File: src/rtl/mips_pkg.sv
// Shared MIPS pipeline definitions: control-bundle layout, ALU encodings,
// and opcode/funct constants used by the decode and execute stages.
package mips_pkg;

    localparam int CTL_W = 12;

    // Control bundle bit positions: {RegWrite,RegDst,ALUSrc,Branch,MemWrite,MemtoReg,Jump,Bne,ALUControl[3:0]}
    localparam int CTL_REGWRITE = 11;
    localparam int CTL_REGDST   = 10;
    localparam int CTL_ALUSRC   = 9;
    localparam int CTL_BRANCH   = 8;
    localparam int CTL_MEMWRITE = 7;
    localparam int CTL_MEMTOREG = 6;
    localparam int CTL_JUMP     = 5;
    localparam int CTL_BNE      = 4;
    localparam int CTL_ALU_MSB  = 3;
    localparam int CTL_ALU_LSB  = 0;

    typedef enum logic [3:0] {
        ALU_ADD  = 4'b0000,
        ALU_SUB  = 4'b0001,
        ALU_AND  = 4'b0010,
        ALU_OR   = 4'b0011,
        ALU_XOR  = 4'b0100,
        ALU_NOR  = 4'b0101,
        ALU_SLT  = 4'b0110,
        ALU_SLTU = 4'b0111,
        ALU_SLL  = 4'b1000,
        ALU_SRL  = 4'b1001,
        ALU_SRA  = 4'b1010,
        ALU_SLLV = 4'b1011,
        ALU_SRLV = 4'b1100,
        ALU_SRAV = 4'b1101,
        ALU_LUI  = 4'b1110
    } alu_op_t;

    localparam logic [5:0] OP_RTYPE = 6'h00;
    localparam logic [5:0] OP_J     = 6'h02;
    localparam logic [5:0] OP_JAL   = 6'h03;
    localparam logic [5:0] OP_BEQ   = 6'h04;
    localparam logic [5:0] OP_BNE   = 6'h05;
    localparam logic [5:0] OP_ADDI  = 6'h08;
    localparam logic [5:0] OP_SLTI  = 6'h0A;
    localparam logic [5:0] OP_ANDI  = 6'h0C;
    localparam logic [5:0] OP_ORI   = 6'h0D;
    localparam logic [5:0] OP_LUI   = 6'h0F;
    localparam logic [5:0] OP_LW    = 6'h23;
    localparam logic [5:0] OP_SW    = 6'h2B;

    localparam logic [5:0] FN_SLL = 6'h00;
    localparam logic [5:0] FN_SRL = 6'h02;
    localparam logic [5:0] FN_SRA = 6'h03;
    localparam logic [5:0] FN_ADD = 6'h20;
    localparam logic [5:0] FN_SUB = 6'h22;
    localparam logic [5:0] FN_AND = 6'h24;
    localparam logic [5:0] FN_OR  = 6'h25;
    localparam logic [5:0] FN_XOR = 6'h26;
    localparam logic [5:0] FN_NOR = 6'h27;
    localparam logic [5:0] FN_SLT = 6'h2A;

endpackage

File: src/rtl/load_use_detect.sv
// Combinational load-use hazard detector: a load in EX whose destination
// (rt) feeds either source of the instruction currently in ID.
module load_use_detect (
    input  logic       valid_e,
    input  logic       mem_to_reg_e,
    input  logic       valid_d,
    input  logic [4:0] rt_e,
    input  logic [4:0] rs_d,
    input  logic [4:0] rt_d,
    output logic       lu
);

    always_comb begin
        lu = valid_e & mem_to_reg_e & valid_d & (rt_e != '0)
           & ((rt_e == rs_d) | (rt_e == rt_d));
    end

endmodule

File: src/rtl/id_ex_stage.sv
// ID/EX pipeline register with load-use bubble insertion, flush/stall
// priority handling and a saturating bubble counter.
module id_ex_stage
    import mips_pkg::*;
#(
    parameter int DW = 32,
    parameter int CW = 16
) (
    input  logic             clk,
    input  logic             reset,
    input  logic [CTL_W-1:0] ctl_d,
    input  logic             valid_d,
    input  logic [DW-1:0]    rd1_d,
    input  logic [DW-1:0]    rd2_d,
    input  logic [DW-1:0]    simm_d,
    input  logic [DW-1:0]    pcp4_d,
    input  logic [4:0]       rs_d,
    input  logic [4:0]       rt_d,
    input  logic [4:0]       rd_d,
    input  logic [4:0]       shamt_d,
    input  logic             stall_e,
    input  logic             flush_e,
    output logic [CTL_W-1:0] ctl_e,
    output logic             valid_e,
    output logic [DW-1:0]    rd1_e,
    output logic [DW-1:0]    rd2_e,
    output logic [DW-1:0]    simm_e,
    output logic [DW-1:0]    pcp4_e,
    output logic [4:0]       rs_e,
    output logic [4:0]       rt_e,
    output logic [4:0]       rd_e,
    output logic [4:0]       shamt_e,
    output logic             stall_fd,
    output logic [CW-1:0]    bubble_cnt
);

    logic lu;

    load_use_detect u_load_use_detect (
        .valid_e      (valid_e),
        .mem_to_reg_e (ctl_e[CTL_MEMTOREG]),
        .valid_d      (valid_d),
        .rt_e         (rt_e),
        .rs_d         (rs_d),
        .rt_d         (rt_d),
        .lu           (lu)
    );

    always_comb begin
        stall_fd = stall_e | (lu & ~flush_e);
    end

    // Datapath fields load even on a bubble; only valid_e/ctl_e carry kill semantics.
    always_ff @(posedge clk or posedge reset) begin
        if (reset) begin
            ctl_e      <= '0;
            valid_e    <= 1'b0;
            rd1_e      <= '0;
            rd2_e      <= '0;
            simm_e     <= '0;
            pcp4_e     <= '0;
            rs_e       <= '0;
            rt_e       <= '0;
            rd_e       <= '0;
            shamt_e    <= '0;
            bubble_cnt <= '0;
        end else if (!stall_e) begin
            rd1_e   <= rd1_d;
            rd2_e   <= rd2_d;
            simm_e  <= simm_d;
            pcp4_e  <= pcp4_d;
            rs_e    <= rs_d;
            rt_e    <= rt_d;
            rd_e    <= rd_d;
            shamt_e <= shamt_d;
            if (flush_e || lu) begin
                valid_e <= 1'b0;
                ctl_e   <= '0;
            end else begin
                valid_e <= valid_d;
                ctl_e   <= valid_d ? ctl_d : '0;
            end
            if (lu && !flush_e && (bubble_cnt != '1))
                bubble_cnt <= bubble_cnt + 1'b1;
        end
    end

endmodule

File: config.mk
export PLATFORM = sky130hd
export DESIGN_NAME = id_ex_stage
export DESIGN_NICKNAME = d
export VERILOG_FILES = /design/src/rtl/mips_pkg.sv /design/src/rtl/load_use_detect.sv /design/src/rtl/id_ex_stage.sv
export SDC_FILE = /design/constraint.sdc
export NUM_CORES = 1
export LEC_CHECK = 0
export CAP_MARGIN = 5
export CORE_ASPECT_RATIO = 1.75
export CORE_MARGIN = 2
export CORE_UTILIZATION = 40
export CTS_CLUSTER_SIZE = 28
export DETAILED_ROUTE_END_ITERATION = 12
export PLACE_DENSITY_LB_ADDON = 0.2
export SYNTH_ARGS = -nofsm -noshare
export SYNTH_HDL_FRONTEND = slang
export SYNTH_HIERARCHICAL = 1
export SYNTH_SLANG_ARGS = --single-unit
File: constraint.sdc
create_clock -name clk -period 6.9 [get_ports clk]
set_input_delay 1.725 -clock clk [delete_from_list [all_inputs] [get_ports clk]]
set_output_delay 1.725 -clock clk [all_outputs]
set_load 0.01 [all_outputs]
==> impl_metrics.py, run 1 <==
metrics = {
    "logic_synthesis": {
        "synth_common_cells": "dfrtp_1 (177), mux2_2 (150), clkbuf_1 (15), a22o_1 (12), xor2_1 (12)",
        "synthXorXnorAreaFrac_pct": 2.94,
        "synth_edf_count": 0,
        "synth_ff_type": "dfrtp_1",
        "syn-cell-area_mm2": 0.00686,
        "ys_top_cells_by_area": "dfrtp_1 (65%), mux2_2 (25%), a22o_1 (1.5%)",
        "ys_seq_area_share_pct": 64.6,
        "yosys.area.top_type": "dfrtp_1",
        "muxShareOfSynthArea_pct": 24.6,
        "synth_simple_gate_area_share_pct": 3.30,
        "yosysMostFrequentCell": "dfrtp_1",
        "synth_top_family_by_area": "multiplexers",
        "synth_adder_area_share_pct": 0.182,
        "syn_area_per_cell_um2": 15.6,
        "ys_ff_latch": 177,
        "ys_warn_count": 6,
        "syn_nets": 607,
        "synth_cells": 441,
        "synth_top_area_share_pct": 64.6,
        "synth_compound_area_share_pct": 2.94,
        "ys_types": 31,
        "ys_async_sr_fraction_pct": 100,
    },
    "pwr": {
        "power.leakage_nw": 4.60,
        "powerDensity_mw_per_mm2": 238,
        "ir_worst_vdd_mv": 0.211,
    },
    "min_path": {
        "min_from": "rd2_e[18]",
        "holdCritPathClass": "reg2reg",
    },
    "setup_path": {
        "critPathTopFamily": "buffers and inverters",
        "crit_chain": "clkdlybuf4s50_1, xor2_1, nor3_1, nand3_1, a21oi_1, a21o_2, clkdlybuf4s50_1",
        "crit_arrival_ps": 3790,
        "end_kind": "primary output",
        "critical_path.max_stage_delay_ps": 530,
        "path_buf_inv": 2,
        "cp_max_fo": 4,
        "cp_slowest_cell": "clkdlybuf4s50_1",
        "rr_startpoint": "rt_e[0]",
        "rrSetupSlack_ps": 3840,
        "worstPathRequired_ps": 5180,
        "crit_top_cell": "clkdlybuf4s50_1",
        "crit_start": "rt_d[2]",
        "crit_type": "in2out",
        "critPathLaunchType": "input port",
    },
    "clock_network": {
        "cts_tree": "built",
        "cts_root_buffer": "clkbuf_16",
        "cts_max_level": 4,
        "cts.sinks": 177,
        "clk_pin_slew_worst_paths_ps": 60,
        "clk_latency_ps": 430,
        "clockBufferDepth": 2,
        "cts_setup_buffers": 0,
        "cts_hold_buf": 0,
        "cts_buffers": 17,
        "ctsResizeCount": 0,
    },
    "drt": {
        "ant_nets": 0,
        "drt_iter0_drc": 114,
        "drtPass1Iterations": 4,
        "num_vias": 5091,
        "routedWlPerCell_um": 19.4,
        "vias_per_cell": 4.97,
        "drc": 0,
        "wirelength_um": 19800,
    },
    "floorplan": {
        "rows": 63,
        "start_util_pct": 40.7,
        "die_x_um": 103,
        "dieArea_mm2": 0.0183,
        "ios": 343,
        "core_mm2": 0.0169,
        "fp.dieH_um": 177,
    },
    "final_layout": {
        "final_net_count": 950,
        "final_cells": 1024,
        "final_layout_size_suffix_gt1_share_pct": 24.1,
        "synthToLayoutAreaGrowth_pct": 62.0,
        "diodes": 0,
        "nFillCells": 1381,
    },
    "global_routing": {
        "grt_max_degree": 94,
        "grt_pass1_wl_um": 29800,
        "grt_overflow": 0,
        "grtUsageTotal_pct": 21.8,
        "antenna_found_initial": 0,
        "grt_pass1_vias": 5590,
    },
    "timing": {
        "fmax_ghz": 0.181,
        "min_period_ps": 5520,
        "max-slew-margin-rel_pct": 36.3,
        "fin_ws_ps": 1380,
        "worst_pin_slew_ps": 956,
        "rsz0062_at_grt": "false",
        "period_share_pct": 79.9,
        "setup_tns_ps": 0,
        "finalSetupViolCount": 0,
        "skew_ps": 14.9,
        "final-hold-violation-count": 0,
        "maxSlewViolCount": 0,
    },
    "place": {
        "dp_hpwl_um": 14900,
        "place_congestion": 0.904,
        "dpl.cell_count": 992,
        "portBuffers": 342,
        "dp_slack_ps": 1410,
    },
    "outcome": {
        "status": "finished, final reports clean",
    },
    "run": {
        "max_cap_viol_count": 0,
    },
}
==> cells by family (layout without fill, tap and decap cells) <==
| family | Yosys count | in the layout |
|---|---|---|
| xor gates and xnor gates | 23 | 23 |
| and+or+nand+nor | 41 | 41 |
| AOI/OAI and AO/OA | 25 | 25 |
| muxes | 150 | 150 |
| adders and majority gates | 1 | 1 |
| buffers and inverters | 24 | 380 |
| DFF | 177 | 177 |
==> final timing paths <==
path	cells past startpoint	end
max in group asynchronous	3	rd2_e[12]
worst max register to register	8	bubble_cnt[14]
min in group asynchronous	2	pcp4_e[19]
worst min register to register	1	rd2_e[18]
worst max-delay path	7	stall_fd
worst min-delay path	1	rd2_e[18]
==> power by group <==
part / switching, mW / leakage, nW / total (mW) / internal [mW]
sequential: 0.0528 / 2.12 / 1.18 / 1.13
clock: 0.414 / 0.293 / 0.965 / 0.550
combinational: 0.179 / 2.19 / 0.498 / 0.319
total: 0.646 / 4.60 / 2.64 / 2.00
==> area by class of cell <==
cell class | count | area (um2) | share of cell area [%]
Clock buffer | 19 | 443 | 3.99
Timing Repair Buffer | 346 | 3450 | 31.1
Tap cell | 227 | 284 | 2.56
Clock inverter | 13 | 149 | 1.34
Multi-Input combinational cell | 240 | 2340 | 21.0
Sequential cell | 177 | 4430 | 39.9
Inverter | 2 | 12.5 | 0.113
==> through the flow <==
step | hold WS (ps) | total power, mW | utilization (%) | area [um2]
floorplan | 533 | 1.37 | - | 6860
global placement | 486 | 1.69 | 62.3 | 10500
detailed placement | 493 | 1.70 | 62.3 | 10500
CTS | 507 | 2.68 | 65.9 | 11100
global route | 514 | 2.75 | 65.9 | 11100
finish | 504 | 2.64 | 65.9 | 11100
==> cell usage in the layout (no fill, tap or decap), drive strengths merged, types with 5 or more instances in the layout <==
master	netlist	layout
mux2	150	150
inv	2	7
buf	6	5
dfrtp	177	177
xnor2	11	11
xor2	12	12
a22o	12	12
nand2	11	11
clkdlybuf4s50	0	341
nand4	7	7
nor3	5	5
clkinv	0	6
clkbuf	16	19
==> per-layer routing <==
layer	vias up	wire (um)	global-route usage, %	part of all wire, %
met5	-	0	0	0
li1	2257	-	-	-
met4	0	708	10.8	3.6
met2	242	11100	38.5	56
met3	41	1520	6.95	7.7
met1	2551	6550	22.6	33
==> state kept, by name, summed over array words and instances (netlist names) <==
register    cells
rt_e            5
rd2_e          32
pcp4_e         32
bubble_cnt     16
rd1_e          32
simm_e         32
rd_e            5
rs_e            5
shamt_e         5
valid_e         1
ctl_e          12
No activity file was read; power rests on OpenSTA's default activity.
==> run 2: changes to the inputs <==
Clock period 6.9 ns to 5.2 ns, I/O delays scaled along.
==> run 2 against run 1 <==
  * Clock-buffer cell count is the same
  * Non-clock buffer count is the same
  * Global-route usage shrank 0.68 points
  * Wire length shrank 1.7%
  * Power grew 28%
  * Hold slack lost 1.5 ps
  * Cell area shrank 0.45%
  * Sequential share of layout area grew 0.18 points
  * Critical path depth is the same
  * Combinational power grew 33%
==> impl_metrics.py, run 2 (same netlist as run 1, synthesis figures left out) <==
metrics = {
    "timing": {
        "max-slew-margin-rel_pct": 31.2,
        "final-hold-violation-count": 0,
        "fin_hold_ws_ps": 503,
        "min_period_ps": 4600,
        "maxSlewViolCount": 0,
        "setup_tns_ps": 0,
        "fin_ws_ps": 599,
        "fmax_ghz": 0.217,
        "finalSetupViolCount": 0,
        "period_share_pct": 88.5,
        "worst_pin_slew_ps": 1030,
        "rsz0062_at_grt": "false",
        "skew_ps": 9.18,
    },
    "floorplan": {
        "dieArea_mm2": 0.0183,
        "rows": 63,
        "fp.dieH_um": 177,
        "ios": 343,
        "die_x_um": 103,
        "start_util_pct": 40.7,
        "core_mm2": 0.0169,
    },
    "drt": {
        "drc": 0,
        "num_vias": 5039,
        "drtPass1Iterations": 7,
        "drt_iter0_drc": 120,
        "vias_per_cell": 4.93,
        "routedWlPerCell_um": 19.1,
        "wirelength_um": 19500,
        "ant_nets": 0,
    },
    "final_layout": {
        "diodes": 0,
        "layout_commonest_cell": "clkdlybuf4s50_1",
        "layout_common_cells": "clkdlybuf4s50_1 (341), dfrtp_1 (177), mux2_2 (150)",
        "nFillCells": 1320,
        "final_layout_size_suffix_gt1_share_pct": 24.0,
        "final_net_count": 950,
        "synthToLayoutAreaGrowth_pct": 61.2,
    },
    "clock_network": {
        "clockBufferDepth": 2,
        "cts_tree": "built",
        "clk_pin_slew_worst_paths_ps": 70,
        "ctsResizeCount": 0,
        "cts_hold_buf": 0,
        "cts_setup_buffers": 0,
        "clk_latency_ps": 420,
        "cts_root_buffer": "clkbuf_16",
        "cts.sinks": 177,
        "cts_max_level": 4,
        "cts_buffers": 17,
    },
    "min_path": {
        "min_from": "simm_e[20]",
        "holdCritPathClass": "reg2reg",
        "holdPathEnd": "simm_e[20]",
        "min_delay_path_depth": 1,
    },
    "setup_path": {
        "critical_path.max_stage_delay_ps": 530,
        "reg2regPathDepth": 8,
        "reg2reg_to": "bubble_cnt[13]",
        "end_kind": "primary output",
        "cp_max_fo": 4,
        "crit_arrival_ps": 3300,
        "critical_path_depth": 7,
        "path_buf_inv": 2,
        "crit_chain": "clkdlybuf4s50_1, xor2_1, nor3_1, nand3_1, a21oi_1, a21o_2, clkdlybuf4s50_1",
        "worstPathRequired_ps": 3900,
        "rr_startpoint": "rt_e[0]",
        "rrSetupSlack_ps": 2120,
        "cp_slowest_cell": "clkdlybuf4s50_1",
        "crit_type": "in2out",
        "critPathLaunchType": "input port",
        "critPathTopFamily": "buffers and inverters",
        "crit_top_cell": "clkdlybuf4s50_1",
    },
    "place": {
        "dp_slack_ps": 611,
        "dp_hpwl_um": 14700,
        "place_congestion": 0.846,
        "portBuffers": 342,
    },
    "global_routing": {
        "grt_pass1_vias": 5519,
        "grt_max_degree": 121,
        "grt_pass1_wl_um": 29000,
        "grtUsageTotal_pct": 21.1,
        "antenna_found_initial": 0,
        "grt_overflow": 0,
    },
    "pwr": {
        "power.leakage_nw": 4.56,
        "powerDensity_mw_per_mm2": 306,
        "finalPower_mw": 3.38,
        "ir_worst_vdd_mv": 0.196,
    },
    "run": {
        "max_cap_viol_count": 0,
    },
    "outcome": {
        "status": "finished, final reports clean",
    },
}
==> run 2: cell types whose count changed in the layout (fill, tap and decap cells not counted), sizes merged <==
| cell | delta |
|---|---|
| bufinv | -2 |
| clkinvlp | +6 |
| clkinv | -1 |
| inv | -4 |
==> run 2: stage by stage <==
step | instances | util [%] | cell area (um2)
after floorplan | 441 | - | 6860
after global placement | 992 | 62.4 | 10500
after detailed placement | 992 | 62.4 | 10500
after CTS | 1023 | 65.6 | 11100
after global routing | 1023 | 65.6 | 11100
final | 1023 | 65.6 | 11100
==> run 2: final cells by class <==
| cell class | count | area (um2) | area share [%] |
|---|---|---|---|
| repair buffers | 346 | 3470 | 31.3 |
| well taps | 227 | 284 | 2.57 |
| multi-input cells | 240 | 2340 | 21.1 |
| flip-flops and latches | 177 | 4430 | 40.0 |
| clock inverters | 12 | 87.6 | 0.792 |
| clock buffers | 19 | 443 | 4.00 |
| inverters | 2 | 11.3 | 0.102 |
==> run 2: how the worst max path moves through the flow <==
stage,startpoint,endpoint
after floorplan,reset,bubble_cnt[0]
after global placement,rt_d[2],stall_fd
after detailed placement,rt_d[2],stall_fd
after CTS,rt_d[2],stall_fd
after global routing,rs_d[2],stall_fd
final,rt_d[2],stall_fd
==> run 2: layer usage <==
layer / global-route usage (%) / wire length, um / share of wire, % / vias to the layer above
met5: 0 / 0 / 0 / -
met2: 37.3 / 10800 / 55 / 214
met3: 7.23 / 1460 / 7.5 / 39
met4: 9.65 / 694 / 3.6 / 0
met1: 22.0 / 6570 / 34 / 2517
li1: - / - / - / 2269
==> run 2: power by group <==
group	total, mW	internal, mW	switching, mW
Clock	1.16	0.622	0.533
Combinational	0.662	0.424	0.238
Sequential	1.57	1.50	0.0674
